File: src/rtl/switch_pkg.sv
// Shared types and constants for the switch output-port scheduler.
package switch_pkg;

    localparam int unsigned DATA_W       = 8;
    localparam int unsigned WDOG_CYC_DEF = 64;

    typedef enum logic [1:0] {
        SCH_IDLE,
        SCH_XFER,
        SCH_DRAIN
    } sched_state_e;

endpackage

File: src/rtl/switch_out_sched_if.sv
// Input-queue request/pop bus and output-port pull bus of one switch output.
interface switch_out_sched_if
    import switch_pkg::*;
#(
    parameter int unsigned NUM_IN = 4,
    parameter int unsigned DW     = DATA_W
);
    localparam int unsigned IW = $clog2(NUM_IN);

    logic [NUM_IN-1:0]    in_valid;
    logic [NUM_IN*DW-1:0] in_data;
    logic [NUM_IN-1:0]    in_last;
    logic [NUM_IN-1:0]    in_pop;
    logic [DW-1:0]        data;
    logic                 ready;
    logic                 read;
    logic [IW-1:0]        grant_id;
    logic                 busy;

    modport master (
        input  in_valid, in_data, in_last, read,
        output in_pop, data, ready, grant_id, busy
    );

    modport slave (
        output in_valid, in_data, in_last, read,
        input  in_pop, data, ready, grant_id, busy
    );
endinterface

File: src/rtl/switch_out_sched_rr_pick.sv
// Combinational round-robin picker: first set request at or above ptr, with wrap.
module rr_pick #(
    parameter int unsigned N  = 4,
    parameter int unsigned IW = $clog2(N)
) (
    input  logic [N-1:0]  req,
    input  logic [IW-1:0] ptr,
    output logic [IW-1:0] win,
    output logic          any
);
    logic [IW:0]   sum;
    logic [IW-1:0] idx;

    always_comb begin
        win = '0;
        any = 1'b0;
        sum = '0;
        idx = '0;
        for (int i = 0; i < N; i++) begin
            sum = {1'b0, ptr} + (IW+1)'(i);
            if (sum >= (IW+1)'(N)) begin
                sum = sum - (IW+1)'(N);
            end
            idx = sum[IW-1:0];
            if (!any && req[idx]) begin
                win = idx;
                any = 1'b1;
            end
        end
    end
endmodule

File: src/rtl/switch_out_sched.sv
// Packet-level round-robin scheduler for one switch output port.
// Optional stall watchdog enabled by defining SWITCH_OUT_SCHED_WDOG_EN.
module switch_out_sched
    import switch_pkg::*;
#(
    parameter int unsigned NUM_IN   = 4,
    parameter int unsigned DW       = DATA_W
`ifdef SWITCH_OUT_SCHED_WDOG_EN
    ,
    parameter int unsigned WDOG_CYC = WDOG_CYC_DEF
`endif
) (
    input  logic                clk,
    input  logic                rst_n,
    switch_out_sched_if.master  bus
`ifdef SWITCH_OUT_SCHED_WDOG_EN
    ,
    output logic                wdog_err
`endif
);
    localparam int unsigned IW = $clog2(NUM_IN);

    sched_state_e  state;
    logic [IW-1:0] rr_ptr;
    logic [IW-1:0] win;
    logic          any_req;
    logic [IW-1:0] ptr_next;
    logic          owner_valid;
    logic          slot_free;
    logic          pop_c;
    logic [DW-1:0] lane [NUM_IN];

    for (genvar i = 0; i < NUM_IN; i++) begin : g_lane
        assign lane[i] = bus.in_data[i*DW +: DW];
    end

    rr_pick #(.N(NUM_IN), .IW(IW)) u_pick (
        .req (bus.in_valid),
        .ptr (rr_ptr),
        .win (win),
        .any (any_req)
    );

    // The holding register accepts a byte when empty or being emptied this cycle.
    assign slot_free   = !bus.ready || bus.read;
    assign owner_valid = bus.in_valid[bus.grant_id];
    assign pop_c       = (state == SCH_XFER) && slot_free && owner_valid;
    assign bus.in_pop  = pop_c ? (NUM_IN'(1) << bus.grant_id) : '0;
    assign ptr_next    = (bus.grant_id == IW'(NUM_IN - 1)) ? '0 : bus.grant_id + IW'(1);

`ifdef SWITCH_OUT_SCHED_WDOG_EN
    localparam int unsigned WW = $clog2(WDOG_CYC + 1);
    logic [WW-1:0] wdog_cnt;
`endif

    always_ff @(posedge clk or negedge rst_n) begin
        if (!rst_n) begin
            state        <= SCH_IDLE;
            rr_ptr       <= '0;
            bus.data     <= '0;
            bus.ready    <= 1'b0;
            bus.grant_id <= '0;
            bus.busy     <= 1'b0;
`ifdef SWITCH_OUT_SCHED_WDOG_EN
            wdog_cnt     <= '0;
            wdog_err     <= 1'b0;
`endif
        end else begin
`ifdef SWITCH_OUT_SCHED_WDOG_EN
            wdog_err <= 1'b0;
`endif
            case (state)
                SCH_IDLE: begin
                    if (any_req) begin
                        bus.grant_id <= win;
                        bus.busy     <= 1'b1;
                        state        <= SCH_XFER;
                    end
                end
                SCH_XFER: begin
                    if (pop_c) begin
                        bus.data  <= lane[bus.grant_id];
                        bus.ready <= 1'b1;
                        if (bus.in_last[bus.grant_id]) begin
                            state <= SCH_DRAIN;
                        end
                    end else if (bus.ready && bus.read) begin
                        bus.ready <= 1'b0;
                    end
`ifdef SWITCH_OUT_SCHED_WDOG_EN
                    // Abort the packet after WDOG_CYC cycles with the owner empty.
                    if (pop_c) begin
                        wdog_cnt <= '0;
                    end else if (!owner_valid) begin
                        if (wdog_cnt == WW'(WDOG_CYC - 1)) begin
                            wdog_err  <= 1'b1;
                            wdog_cnt  <= '0;
                            bus.ready <= 1'b0;
                            bus.busy  <= 1'b0;
                            rr_ptr    <= ptr_next;
                            state     <= SCH_IDLE;
                        end else begin
                            wdog_cnt <= wdog_cnt + WW'(1);
                        end
                    end
`endif
                end
                SCH_DRAIN: begin
                    if (bus.ready && bus.read) begin
                        bus.ready <= 1'b0;
                        bus.busy  <= 1'b0;
                        rr_ptr    <= ptr_next;
                        state     <= SCH_IDLE;
                    end
                end
                default: state <= SCH_IDLE;
            endcase
        end
    end
endmodule

File: src/flat_wrapper.sv
// flat-port wrapper written by rule: the top's interface ports become plain ports
module switch_out_sched_flat import switch_pkg::*;
#(
    parameter int unsigned NUM_IN   = 4,
    parameter int unsigned DW       = DATA_W

)
  (clk, rst_n, bus_in_valid, bus_in_data, bus_in_last, bus_read, bus_in_pop, bus_data, bus_ready, bus_grant_id, bus_busy);
  switch_out_sched_if #(.NUM_IN(NUM_IN), .DW(DW)) bus_i ();
  input  logic clk;
  input  logic rst_n;
  input wire logic [$bits(bus_i.in_valid)-1:0] bus_in_valid;
  input wire logic [$bits(bus_i.in_data)-1:0] bus_in_data;
  input wire logic [$bits(bus_i.in_last)-1:0] bus_in_last;
  input wire logic [$bits(bus_i.read)-1:0] bus_read;
  output wire logic [$bits(bus_i.in_pop)-1:0] bus_in_pop;
  output wire logic [$bits(bus_i.data)-1:0] bus_data;
  output wire logic [$bits(bus_i.ready)-1:0] bus_ready;
  output wire logic [$bits(bus_i.grant_id)-1:0] bus_grant_id;
  output wire logic [$bits(bus_i.busy)-1:0] bus_busy;
  assign bus_i.in_valid = bus_in_valid;
  assign bus_i.in_data = bus_in_data;
  assign bus_i.in_last = bus_in_last;
  assign bus_i.read = bus_read;
  assign bus_in_pop = bus_i.in_pop;
  assign bus_data = bus_i.data;
  assign bus_ready = bus_i.ready;
  assign bus_grant_id = bus_i.grant_id;
  assign bus_busy = bus_i.busy;
  switch_out_sched #(.NUM_IN(NUM_IN), .DW(DW)) u_core (.clk(clk), .rst_n(rst_n), .bus(bus_i));
endmodule
File: config.mk
export PLATFORM = sky130hd
export DESIGN_NAME = switch_out_sched_flat
export DESIGN_NICKNAME = d
export VERILOG_FILES = /design/src/rtl/switch_pkg.sv /design/src/rtl/switch_out_sched_if.sv /design/src/rtl/switch_out_sched_rr_pick.sv /design/src/rtl/switch_out_sched.sv /design/src/flat_wrapper.sv
export SDC_FILE = /design/constraint.sdc
export NUM_CORES = 1
export LEC_CHECK = 0
export CORE_MARGIN = 1
export CORE_UTILIZATION = 43
export DETAILED_ROUTE_END_ITERATION = 7
export PLACE_DENSITY = 0.92
export SETUP_SLACK_MARGIN = 0.3
export SYNTH_ARGS = -nofsm -noshare
export SYNTH_HDL_FRONTEND = slang
export SYNTH_SLANG_ARGS = --single-unit
File: constraint.sdc
create_clock -name clk -period 3.8 [get_ports clk]
set_input_delay 0.76 -clock clk [delete_from_list [all_inputs] [get_ports clk]]
set_output_delay 0.76 -clock clk [all_outputs]
set_load 0.03 [all_outputs]
* Word-level counts from Yosys, hierarchy flattened
Index checks and enable logic that the tools add are counted.
** Operators by class
- $add $sub $neg :: 8
- Bitwise operators :: 1
- Reduce and logical (&&, ||, !) cells :: 19
- Shift operators :: 1
- Muxes and demuxes :: 40
- Eq/ne operators :: 7
- Order comparisons :: 10
** Operators by type and width (number)
- 2-bit 2-to-1 mux :: 13
- 8-bit binary-select mux with 2-bit select :: 1
- 8-bit 2-to-1 mux :: 2
- 2-bit by 3-bit less-than comparator with 1-bit output (second input constant) :: 5
- 1-bit 2-to-1 mux :: 14
- 1-bit binary-select mux with 2-bit select :: 6
- 3-bit greater-or-equal comparator (second input constant) :: 4
- 2-bit by 1-bit subtractor with 2-bit output (second input constant) :: 4
- 2-bit by 2-bit adder with 3-bit output (second input constant) :: 2
- 1-bit logical AND :: 6
- 2-bit by 1-bit != test with 1-bit output (second input constant) :: 3
- 2-bit one-hot mux with 3 select lines :: 1
- 2-bit AND reduction :: 3
- 2-bit equality test (second input constant) :: 2
- 1-bit logical NOT :: 4
- 4-bit 2-to-1 mux :: 1
- 1-bit one-hot mux with 2 select lines :: 2
- 4-bit AND reduction :: 1
- 2-bit nonzero test :: 2
- 1-bit by 2-bit left shift with 4-bit output (first input constant) :: 1
- 2-bit by 1-bit adder with 3-bit output (second input constant) :: 1
- 2-bit by 3-bit greater-or-equal comparator with 1-bit output (second input constant) :: 1
- 2-bit NOT with 3-bit output :: 1
- 3-bit AND reduction :: 1
- 5 further kinds :: 5
** Storage, ports and cells
- Register bits :: 16
- Word-level logic and storage cells :: 92

* Logic depth before layout (Yosys ltp)
- Word-level depth :: 16
- Depth in mapped cells :: 6

* Modules after synthesis
Synthesis repeated with hierarchy kept, for this count alone.
** Second synthesis, totals
- Cells, all modules :: 96
- Area total of the unflattened synthesis :: 1139.8 um2
** Modules (own cells, without submodules)
- switch_out_sched :: cells an instance 81, area each 1062.3 um2, times used 1, seq. area each 400.4 um2
- rr_pick :: cells an instance 15, area each 77.6 um2, times used 1, seq. area each 0.0 um2

* Least setup slack after synthesis
Ideal clock, no wire load.
- Kind :: input to output
- Start point :: input bus_in_valid[3]
- End point :: output bus_in_pop[0]
- Cell stages on the path :: 4
- Arrival :: 1.787 ns
- Path slack :: 1.253 ns
- Cell sequence :: mux4_2 -> and2_4 -> buf_6 -> and3_1
** On the way
- Word-level cells in the longest chain between the ends :: 4
** RTL lines
- start: declaration :: line flat_wrapper.sv:12 : input wire logic [$bits(bus_i.in_valid)-1:0] bus_in_valid;
- 1-bit binary-select mux with 2-bit select :: line switch_out_sched.sv:46 : assign owner_valid = bus.in_valid[bus.grant_id];
- 1-bit 2-to-1 mux (not written as such) :: line switch_out_sched.sv:46
- 1-bit logical AND :: line switch_out_sched.sv:47 : assign pop_c = (state == SCH_XFER) && slot_free && owner_valid;
- 4-bit 2-to-1 mux :: line switch_out_sched.sv:48 : assign bus.in_pop = pop_c ? (NUM_IN'(1) << bus.grant_id) : '0;
- end: declaration :: line flat_wrapper.sv:16 : output wire logic [$bits(bus_i.in_pop)-1:0] bus_in_pop;
No other way between the ends. The select of a mux whose other input is x is not followed.

* Final worst setup path
- Start point :: input bus_in_valid[0]
- End point :: output bus_in_pop[1]
The elaborated chain is that of the path after synthesis.

==> impl_metrics.json <==
{
  "internal_power_uw": 732,
  "multi_input_area_um2": 703,
  "max_freq_mhz": 302,
  "antenna_found_initial": 0,
  "ctsHoldBuffers": 0,
  "crit_type": "in -> out",
  "ys_ff_latch": 16,
  "drt_iter0_markers": 19,
  "leakage_nw": 0.777,
  "final_cell_mix": "54 x clkdlybuf4s50_1, 16 x dfrtp_1, 10 x inv_1",
  "ys.flop_type": "dfrtp_1",
  "synthCells": 94,
  "grt_pass1_vias": 999,
  "wl_per_cell_um": 17.2,
  "critPathMaxFanout": 7,
  "relSlewSlack_pct": 49.1,
  "setup_slack_ns": 0.493,
  "synth_fp_nets": 144,
  "hp-class": "reg -> reg",
  "hp-start": "u_core.bus.data[1]",
  "rsz0062_at_grt": "false",
  "status": "complete, no violations",
  "regToRegStartpoint": "u_core.bus.grant_id[0]",
  "first_pass_iters": 4,
  "post-dp-hpwl_um": 2510,
  "ir_worst_vdd_uv": 526,
  "layoutNonFillerInstCount": 184,
  "clockBufferDepth": 2,
  "cp-start-kind": "input port",
  "core-area_um2": 2520,
  "rows": 18,
  "die_w_um": 54.0,
  "finish.utilization_pct": 71.0,
  "die_area_um2": 2910,
  "comb_power_share_pct": 68.7,
  "final_nets": 206,
  "synth-seq-area-share_pct": 34.5,
  "antenna_cells": 0,
  "r2r_end": "u_core.state[0]",
  "root_buffer": "clkbuf_4",
  "async_flop_share_pct": 100,
  "grt_max_degree": 17,
  "worstMarginPinSlew_ns": 0.761,
  "drive_gt1_share_pct": 16.9,
  "cts_buffers": 3,
  "critPathCaptureType": "output pin",
  "cp_num_buf_inv": 2,
  "hold_depth": 1,
  "max_stage_delay_ns": 0.52,
  "area_growth_pct": 54.3,
  "cap_violations": 0,
  "dp_worst_setup_slack_ns": 0.260,
  "route.detailed.drc": 0,
  "grt_pass1_wl_um": 4590,
  "crit_path_top_delay_cell": "mux4_2",
  "cts_tree": "yes",
  "slew_violations": 0,
  "place.gp.congestion": 0.795,
  "ys_types": 29,
  "portBuffers": 58,
  "die_h_um": 54.0,
  "netlist_area_um2": 1160,
  "clock_skew_ns": 0.00651,
  "synth_edf_count": 0,
  "r2r_setup_slack_ns": 2.03,
  "power_switching_uw": 546,
  "critPathArrivalTime_ns": 2.55,
  "num_io_pins": 59,
  "reg2regPathDepth": 5,
  "min_period_ns": 3.31,
  "crit_family": "buffers and inverters",
  "via_per_inst": 5.55,
  "path_cells": "clkdlybuf4s50_1 > mux4_2 > and2_4 > and3_1 > dlygate4sd2_1",
  "swShare_pct": 42.7,
  "num-fill-cells": 179,
  "cts.sinks": 16,
  "p_per_area_nw_per_um2": 714,
  "min_to": "u_core.bus.data[1]",
  "register_area_um2": 400,
  "cp.required_ns": 3.04,
  "htreeDepth": 1,
  "wl_um": 3160,
  "hold_viol_final": 0,
  "path_clk_slew_ns": 0.10,
  "syn_area_per_cell_um2": 12.4,
  "insertion_delay_ns": 0.29,
  "yosysWarnings": 0,
  "fin_crit_sh_pct": 87.0,
  "grt_use_total_pct": 21.9,
  "num_vias": 1021,
  "grt-ovfl-total": 0,
  "layout_commonest_cell": "clkdlybuf4s50_1",
  "dp.cells": 181,
  "finalSetupViolCount": 0,
  "power.share.sequential_pct": 24.1,
  "initial_core_util_pct": 46.0,
  "ant_nets": 0,
  "clockPowerShare_pct": 7.2,
  "tns_ns": 0
}
-- metal layers --
metal | track usage, % | wire length [um] | vias up
met5 | 0 | 0 | -
met4 | 2.19 | 0 | 0
met1 | 26.4 | 1220 | 509
li1 | - | - | 480
met2 | 40.5 | 1830 | 32
met3 | 4.52 | 112 | 0
-- cell type report --
| type | count | share of cell area [%] |
|---|---|---|
| multi-input combinational | 65 | 39.2 |
| sequential | 16 | 22.3 |
| tap | 30 | 2.09 |
| clock buffer | 3 | 1.26 |
| inverter | 10 | 2.09 |
| timing repair buffer | 60 | 33.0 |
-- repair_timing --
item,in CTS,in global routing
setup endpoints to repair,4,0
buffers inserted,0,0
resized for setup,4,0
-- worst reg2reg max path, cell delays in order, from the launching register on --
cell and delay (ns):
dfrtp_1 0.38, buf_4 0.27, mux4_2 0.57, a21oi_1 0.22, o31ai_1 0.11, o31a_1 0.12
-- cells in the mapped netlist, types with 2 or more instances --
| cell | n | area share (%) |
|---|---|---|
| o31ai_1 | 2 | 1.3 |
| nand3_1 | 2 | 0.86 |
| mux2_4 | 8 | 10 |
| inv_1 | 10 | 3.2 |
| o21ai_0 | 3 | 1.3 |
| ha_1 | 7 | 7.5 |
| mux4_2 | 9 | 17 |
| a22oi_1 | 2 | 1.3 |
| dfrtp_1 | 16 | 34 |
| a21oi_1 | 8 | 3.4 |
| nand2_1 | 6 | 1.9 |
| and3_1 | 4 | 2.2 |
-- per-stage QoR --
stage / total power [mW] / hold WS [ns] / instance area [um2]
after CTS: 1.29 / 0.525 / 1790
after global placement: 1.16 / 0.495 / 1770
after global routing: 1.36 / 0.537 / 1790
final: 1.28 / 0.521 / 1790
after floorplan: 0.913 / 0.464 / 1160
after detailed placement: 1.20 / 0.501 / 1770
-- power groups by stage --
stage / Clock, mW / Sequential [mW] / Combinational (mW)
2_1_floorplan: 0 / 0.431 / 0.482
4_1_cts: 0.0949 / 0.308 / 0.884
3_3_place_gp: 0 / 0.304 / 0.856
5_1_grt: 0.0983 / 0.318 / 0.942
3_5_place_dp: 0 / 0.310 / 0.887
6_report: 0.0916 / 0.308 / 0.879
-- sequential cells by signal, indices dropped and copies added, names as in the netlist --
signal               cells
u_core.bus.data          8
u_core.rr_ptr            2
u_core.state             2
u_core.bus.busy          1
u_core.bus.grant_id      2
u_core.bus.ready         1
-- logic make-up (layout without fill, tap and decap cells) --
kind of cell | count (synthesis) | count (layout) | share of synthesized area [%]
simple gates | 17 | 17 | 9.38
mux | 20 | 20 | 31.9
buf+inv | 13 | 73 | 4.96
fa+ha+maj | 7 | 7 | 7.54
flops | 16 | 16 | 34.5
compound gates | 21 | 21 | 11.7
-- worst max path at each step --
stage,endpoint,slack [ns],cells past startpoint,start
after floorplan,bus_in_pop[0],1.25,4,bus_in_valid[3]
after global placement,bus_in_pop[0],0.32,5,bus_in_valid[0]
after detailed placement,bus_in_pop[0],0.26,5,bus_in_valid[0]
after CTS,bus_in_pop[1],0.50,5,bus_in_valid[0]
after global routing,bus_in_pop[0],0.45,5,bus_in_valid[0]
final,bus_in_pop[1],0.49,5,bus_in_valid[0]
No activity file was read; power rests on OpenSTA's default activity.
